**src/rtl/tl_sched.sv**
```systemverilog
// ----------------------------------------------------------------------------
// tl_sched -- timed two-road traffic-light scheduler with pedestrian phase.
//
// Sequences the road A / road B signal heads from traffic sensors Ta/Tb and a
// latched pedestrian request. Each green is held for at least GREEN_MIN
// cycles. Once the other side is waiting, a green ends at GREEN_MAX cycles,
// or earlier if its own road is empty. Yellow lasts YELLOW_T cycles. A walk
// phase with both roads red lasts WALK_T cycles.
//
// Optional feature macro: ALL_RED_EN
//   defined   : yellow is followed by an all-red clearance phase (AR/BR) of
//               ALLRED_T cycles. The walk/green decision moves to its exit.
//   undefined : yellow exits directly to WALK or the opposite green.
//
// Light encoding: 2'b00 green, 2'b01 yellow, 2'b10 red.
// All outputs are registered and are decoded from the next state, so the
// outputs always match the state register. No input reaches an output
// combinationally.
// ----------------------------------------------------------------------------
module tl_sched #(
    parameter int GREEN_MIN = 4,
    parameter int GREEN_MAX = 8,
    parameter int YELLOW_T  = 2,
    parameter int WALK_T    = 3,
`ifdef ALL_RED_EN
    parameter int ALLRED_T  = 1,
`endif
    parameter int CNT_W     = 5
) (
    input  logic       clk,
    input  logic       reset,
    input  logic       Ta,
    input  logic       Tb,
    input  logic       ped_req,
    output logic [1:0] La,
    output logic [1:0] Lb,
    output logic       ped_walk
);

    typedef enum logic [2:0] {
        S_AG   = 3'd0,
        S_AY   = 3'd1,
        S_BG   = 3'd2,
        S_BY   = 3'd3,
        S_WALK = 3'd4
`ifdef ALL_RED_EN
        ,
        S_AR   = 3'd5,
        S_BR   = 3'd6
`endif
    } state_t;

    // Phase-timer thresholds, stored as "last cycle index" values.
    localparam logic [CNT_W-1:0] C_GMIN = CNT_W'(GREEN_MIN - 1);
    localparam logic [CNT_W-1:0] C_GMAX = CNT_W'(GREEN_MAX - 1);
    localparam logic [CNT_W-1:0] C_YEL  = CNT_W'(YELLOW_T - 1);
    localparam logic [CNT_W-1:0] C_WALK = CNT_W'(WALK_T - 1);
`ifdef ALL_RED_EN
    localparam logic [CNT_W-1:0] C_AR   = CNT_W'(ALLRED_T - 1);
`endif
    localparam logic [CNT_W-1:0] C_ONE  = CNT_W'(1);
    localparam logic [CNT_W-1:0] C_ZERO = CNT_W'(0);

    // Light pattern {La, Lb, ped_walk} for a state. Unknown encodings show
    // all red as the safe fallback.
    function automatic logic [4:0] f_lights(input state_t s);
        logic [4:0] v;
        case (s)
            S_AG:    v = {2'b00, 2'b10, 1'b0};
            S_AY:    v = {2'b01, 2'b10, 1'b0};
            S_BG:    v = {2'b10, 2'b00, 1'b0};
            S_BY:    v = {2'b10, 2'b01, 1'b0};
            S_WALK:  v = {2'b10, 2'b10, 1'b1};
            default: v = {2'b10, 2'b10, 1'b0};
        endcase
        return v;
    endfunction

    state_t           r_state;
    logic [CNT_W-1:0] r_timer;
    logic             r_ped_pend;
    logic             r_next_b;
    logic [4:0]       r_lights;

    state_t           w_state_nxt;
    logic [CNT_W-1:0] w_timer_nxt;
    logic             w_pend_now;
    logic             w_pend_nxt;
    logic             w_next_b_nxt;
    logic             w_go_a;
    logic             w_go_b;

    // The pending request seen at a decision point includes this cycle's button press.
    always_comb begin
        w_pend_now = r_ped_pend;
        if (r_state != S_WALK) begin
            w_pend_now = r_ped_pend | ped_req;
        end else begin
            w_pend_now = r_ped_pend;
        end
    end

    // Green-exit conditions. Each green ends only if someone else is waiting.
    always_comb begin
        w_go_a = (r_timer >= C_GMIN) && (Tb | w_pend_now) &&
                 (!Ta || (r_timer >= C_GMAX));
        w_go_b = (r_timer >= C_GMIN) && (Ta | w_pend_now) &&
                 (!Tb || (r_timer >= C_GMAX));
    end

    // Next-state logic. Green exit and yellow (or all-red) exit are the only decision points.
    always_comb begin
        w_state_nxt  = r_state;
        w_next_b_nxt = r_next_b;
        case (r_state)
            S_AG: begin
                if (w_go_a) begin
                    w_state_nxt = S_AY;
                end else begin
                    w_state_nxt = S_AG;
                end
            end
            S_BG: begin
                if (w_go_b) begin
                    w_state_nxt = S_BY;
                end else begin
                    w_state_nxt = S_BG;
                end
            end
`ifdef ALL_RED_EN
            S_AY: begin
                if (r_timer == C_YEL) begin
                    w_state_nxt = S_AR;
                end else begin
                    w_state_nxt = S_AY;
                end
            end
            S_BY: begin
                if (r_timer == C_YEL) begin
                    w_state_nxt = S_BR;
                end else begin
                    w_state_nxt = S_BY;
                end
            end
            S_AR: begin
                if ((r_timer == C_AR) && w_pend_now) begin
                    w_state_nxt  = S_WALK;
                    w_next_b_nxt = 1'b1;
                end else if (r_timer == C_AR) begin
                    w_state_nxt  = S_BG;
                end else begin
                    w_state_nxt  = S_AR;
                end
            end
            S_BR: begin
                if ((r_timer == C_AR) && w_pend_now) begin
                    w_state_nxt  = S_WALK;
                    w_next_b_nxt = 1'b0;
                end else if (r_timer == C_AR) begin
                    w_state_nxt  = S_AG;
                end else begin
                    w_state_nxt  = S_BR;
                end
            end
`else
            S_AY: begin
                if ((r_timer == C_YEL) && w_pend_now) begin
                    w_state_nxt  = S_WALK;
                    w_next_b_nxt = 1'b1;
                end else if (r_timer == C_YEL) begin
                    w_state_nxt  = S_BG;
                end else begin
                    w_state_nxt  = S_AY;
                end
            end
            S_BY: begin
                if ((r_timer == C_YEL) && w_pend_now) begin
                    w_state_nxt  = S_WALK;
                    w_next_b_nxt = 1'b0;
                end else if (r_timer == C_YEL) begin
                    w_state_nxt  = S_AG;
                end else begin
                    w_state_nxt  = S_BY;
                end
            end
`endif
            S_WALK: begin
                if ((r_timer == C_WALK) && r_next_b) begin
                    w_state_nxt = S_BG;
                end else if (r_timer == C_WALK) begin
                    w_state_nxt = S_AG;
                end else begin
                    w_state_nxt = S_WALK;
                end
            end
            default: begin
                w_state_nxt  = S_AG;
                w_next_b_nxt = 1'b0;
            end
        endcase
    end

    // Phase timer restarts on every state change and saturates at the green maximum.
    always_comb begin
        w_timer_nxt = r_timer;
        if (w_state_nxt != r_state) begin
            w_timer_nxt = C_ZERO;
        end else if (r_timer < C_GMAX) begin
            w_timer_nxt = r_timer + C_ONE;
        end else begin
            w_timer_nxt = r_timer;
        end
    end

    // The pedestrian latch clears on WALK entry. Otherwise it keeps any request seen outside WALK.
    always_comb begin
        w_pend_nxt = w_pend_now;
        if ((w_state_nxt == S_WALK) && (r_state != S_WALK)) begin
            w_pend_nxt = 1'b0;
        end else begin
            w_pend_nxt = w_pend_now;
        end
    end

    // State, timer and request registers. The output register is loaded from the next state.
    always_ff @(posedge clk) begin
        if (reset) begin
            r_state    <= S_AG;
            r_timer    <= C_ZERO;
            r_ped_pend <= 1'b0;
            r_next_b   <= 1'b0;
            r_lights   <= f_lights(S_AG);
        end else begin
            r_state    <= w_state_nxt;
            r_timer    <= w_timer_nxt;
            r_ped_pend <= w_pend_nxt;
            r_next_b   <= w_next_b_nxt;
            r_lights   <= f_lights(w_state_nxt);
        end
    end

    assign La       = r_lights[4:3];
    assign Lb       = r_lights[2:1];
    assign ped_walk = r_lights[0];

endmodule
```
**config.mk**
```make
export PLATFORM = sky130hd
export DESIGN_NAME = tl_sched
export DESIGN_NICKNAME = d
export VERILOG_FILES = /design/src/rtl/tl_sched.sv
export SDC_FILE = /design/constraint.sdc
export NUM_CORES = 1
export LEC_CHECK = 0
export BUFFER_PORTS_ARGS = -buffer_cell sky130_fd_sc_hd__buf_4
export CORE_MARGIN = 2
export CORE_UTILIZATION = 30
export DETAILED_ROUTE_END_ITERATION = 10
export PLACE_DENSITY_LB_ADDON = 0.15
export SYNTH_ARGS = -nofsm -noshare
export SYNTH_HDL_FRONTEND = slang
export SYNTH_SLANG_ARGS = --single-unit
```
**constraint.sdc**
```tcl
create_clock -name clk -period 2.6 [get_ports clk]
set_input_delay 0.26 -clock clk [delete_from_list [all_inputs] [get_ports clk]]
set_output_delay 0.26 -clock clk [all_outputs]
set_load 0.01 [all_outputs]
```
# Yosys cells after proc, flatten, opt, wreduce, memory -nomap -nowiden
# Cells that the tools add are included.
# totals
register_bits	15
inputBits	5
out_inout_bits	5
# op_classes
addsub	1
magnitude_cmp	3
n_eq_ne	14
mux	14
bitwise_logic	4
n_reduce_logical	17
# op_table
op	count
one-hot mux 5 bit (5 select lines)	1
one-hot mux 3 bit (5 select lines)	1
== test 3 x 2 -> 1 bit, second input constant	4
two-way mux 3 bit	4
logical AND 1 bit	7
== test 3 x 1 -> 1 bit, second input constant	2
== test 3 bit, second input constant	2
zero test 3 bit	2
adder 5 x 1 -> 5 bit, second input constant	1
== test 5 x 1 -> 1 bit, second input constant	1
== test 5 x 2 -> 1 bit, second input constant	1
>= comparator 5 x 2 -> 1 bit, second input constant	1
>= comparator 5 x 3 -> 1 bit, second input constant	1
less-than comparator 5 x 3 -> 1 bit, second input constant	1
two-way mux 1 bit	5
two-way mux 2 bit	2
!= test 2 bit, second input constant	2
OR reduction 2 bit	2
!= test 3 bit	1
!= test 3 bit, second input constant	1
bitwise OR 1 bit	3
one-hot mux 1 bit (3 select lines)	1
AND reduction 3 bit	1
OR reduction 3 bit	1
other kinds (3)	5

# Longest topological paths before layout
# logic_depth
ltp_word	10
ltp_mapped	7
depth_no_buf	7

# Worst setup path before layout
# OpenSTA, ideal clock, no wires.
# synth_timing
kind	flip-flop to flip-flop
start	register r_timer[0]
end	register r_lights[2]
setup_ps	123
t_arrival_ps	1596
path_slack_ps	880
path_stages_with_launch	7
path_buffers	0
synth_period_minus_slack_ps	1720
path_cell_list	dfxtp_1 -> ha_1 -> nor4b_1 -> nand2_1 -> mux2i_1 -> o21a_1 -> or2_2
# synth_via
elab_chain_cells	7
elab_cells_between_ends	27
# synth_rtl
item	line_no	rtl
from (decl)	80	logic [CNT_W-1:0] r_timer;
from (signal assigned)	235	r_timer <= w_timer_nxt;
>= comparator 5 x 2 -> 1 bit / >= comparator 5 x 3 -> 1 bit (equally long branches)	n/a	
logical AND 1 bit, or another cell as far along	107	w_go_b = (r_timer >= C_GMIN) && (Ta | w_pend_now) &&
logical AND 1 bit (on tied branches)	107, 105	
two-way mux 1 bit (on tied branches)	124, 117	
one-hot mux 3 bit (5 select lines) *	115	case (r_state)
== test 3 bit, or another cell as far along	68	case (s)
one-hot mux 5 bit (5 select lines) *	68	
to (signal assigned)	232	r_lights <= f_lights(S_AG);
to (signal assigned)	238	r_lights <= f_lights(w_state_nxt);
to (decl)	83	logic [4:0] r_lights;
# Every way passes the cells marked *; elsewhere a longest branch is shown, timed or not.
# A chain may end at the register's enable or synchronous reset.

# Final worst setup path
# layout_timing
start	register r_timer[1]
end	register r_lights[2]
# The elaborated chain is that of the path after synthesis.

==> reports/metrics.yaml <==
cp-start-kind: "flop"
status: "finished, final reports clean"
fmax_ghz: 0.529
critPathRequiredTime_ps: 2770
area_delta_synth_final_pct: 15.3
most-common-layout-cells: "dfxtp_1 (15), buf_4 (9), nor2_1 (7), nor3_1 (5), a21oi_1 (5)"
yosysWarnings: 0
tns_ps: 0
grt_pass1_wl_microns: 2300
fin_cells: 114
critPathKind: "flop to flop"
drt-pass1-iter-count: 4
ir_drop_mv: 0.373
cts_max_level: 1
whs_ps: 230
layout_setup_ws_ps: 711
min_period_ps: 1890
cts_setup_buffers: 0
fin_area_sq_um: 828
grt-ovfl-total: 0
relSlewSlack_pct: 61.0
clockBufferDepth: 2
grt_max_degree: 11
hold_path.class: "primary input to flop"
synthArstFlopShare_pct: 0
power.density_nw_per_um2: 572
die_height_microns: 52.9
postSynthAreaPerCell_sq_um: 9.45
ctsResizeCount: 0
cts.reportedPaths.clkPinSlew_ps: 90
drc: 0
rsz0062_at_grt: "false"
drv_cap: 0
synth_seq_area_share_pct: 41.8
ctsHoldBuffers: 0
synth_cell_types: 36
die_w_microns: 52.9
end_kind: "flop"
cts_tree: "done"
nNetsFinal: 95
worstSkewPairLatency_ps: 280
synth_nets: 84
gp_congestion: 0.838
cts_root_buf: "clkbuf_4"
dpl-instance-area_sq_um: 801
fp.coreArea_sq_um: 2230
postRouteAntennaNets: 0
num_rows: 17
pre_cts_ws_ps: 718
ios: 10
hold_depth: 2
n_antenna_cell: 0
reg2reg_depth: 7
synthFlopType: "dfxtp_1"
skew_ps: 3.45
dr_total_vias: 561
portBuffers: 9
vias_per_cell: 4.92
synth_edf_count: 0
dp_cells: 110
wl_microns: 1330
path_max_fanout: 6
drv_slew: 0
dieArea_sq_um: 2800
p_leak_nw: 0.340
grt_pass1_vias: 531
dp_hpwl_microns: 971
final_layout_size_suffix_gt1_share_pct: 22.1
antenna_found_initial: 0
initial_core_util_pct: 32.2
cts_buffers: 3
crit_arrival_ps: 2060
ys_ff_latch: 15
worst_pin_slew_ps: 580
hold_violations: 0
cts_sinks: 15
fin_crit_sh_pct: 72.6
syn_inst: 76
setup_viol: 0
drtIter0Drc: 2
gr-usage-all-layers_pct: 11.6
final_common_cell: "dfxtp_1"
wl_per_cell_microns: 11.7
syn_area_sq_um: 718
-- sequential cells by signal, summed over array words and instances, names as in the netlist --
name,flops
r_lights,5
r_timer,5
r_state,3
r_next_b,1
r_ped_pend,1
-- layout make-up --
| cell class | instances | area, sq um |
|---|---|---|
| Clock buffer | 3 | 22.5 |
| Clock inverter | 1 | 5.00 |
| Fill cell | 233 | 1410 |
| Inverter | 3 | 11.3 |
| Multi-Input combinational cell | 55 | 387 |
| Sequential cell | 15 | 300 |
| Tap cell | 28 | 35.0 |
| Timing Repair Buffer | 9 | 67.6 |
-- metrics by stage --
stage / util, % / power (mW)
2_1_floorplan: - / 0.327
3_3_place_gp: 35.9 / 0.353
3_5_place_dp: 35.9 / 0.351
4_1_cts: 37.1 / 0.482
5_1_grt: 37.1 / 0.508
6_report: 37.1 / 0.474
-- cells in the mapped netlist, drive strengths merged, types with 2 or more instances --
cell type / instances / share of area (%)
nand2: 4 / 2.1
nor2b: 2 / 2.1
ha: 3 / 5.2
and2: 2 / 1.7
mux2i: 3 / 4.2
nor3: 5 / 3.5
nor2: 7 / 3.7
inv: 3 / 1.6
nor4b: 2 / 2.4
buf: 3 / 2.8
dfxtp: 15 / 42
o31ai: 2 / 4.0
nand3: 2 / 1.4
a21oi: 6 / 4.7
-- layer usage --
metal / vias up / wire length (microns) / global-route usage, %
li1: 298 / - / -
met1: 248 / 703 / 15.2
met2: 11 / 531 / 16.5
met3: 4 / 62 / 3.39
met4: 0 / 32 / 7.69
met5: - / 0 / 0
-- cells by family (layout without fill, tap and decap cells) --
family                   after synthesis  in the layout  synth area share [%]
AND/OR/NAND/NOR                       33             33                  26.7
AO/OA/AOI/OAI                         16             16                  17.8
flip-flops                            15             15                  41.8
buffers and inverters                  6             16                  4.35
adder cells (fa/ha/maj)                3              3                  5.23
multiplexers                           3              3                  4.18
-- critical path, stage by stage (launching register included) --
cell     delay, ps
dfxtp_1        370
inv_1          110
ha_1           140
nor4b_1        370
nand2_1        150
mux2i_1        140
o21a_1         230
or2_2          280
-- where the power goes --
group / internal, mW / switching [mW]
clock: 0.0570 / 0.0705
combinational: 0.0396 / 0.0436
sequential: 0.245 / 0.0180
total: 0.342 / 0.132
-- final timing paths --
path                                 start          end  slack (ps)
worst max-delay path            r_timer[1]  r_lights[2]         710
worst min-delay path                 reset     r_next_b         230
worst max register to register  r_timer[1]  r_lights[2]         710
worst min register to register    r_next_b     r_next_b         530
Note: power is estimated with default switching activity, not from simulation.
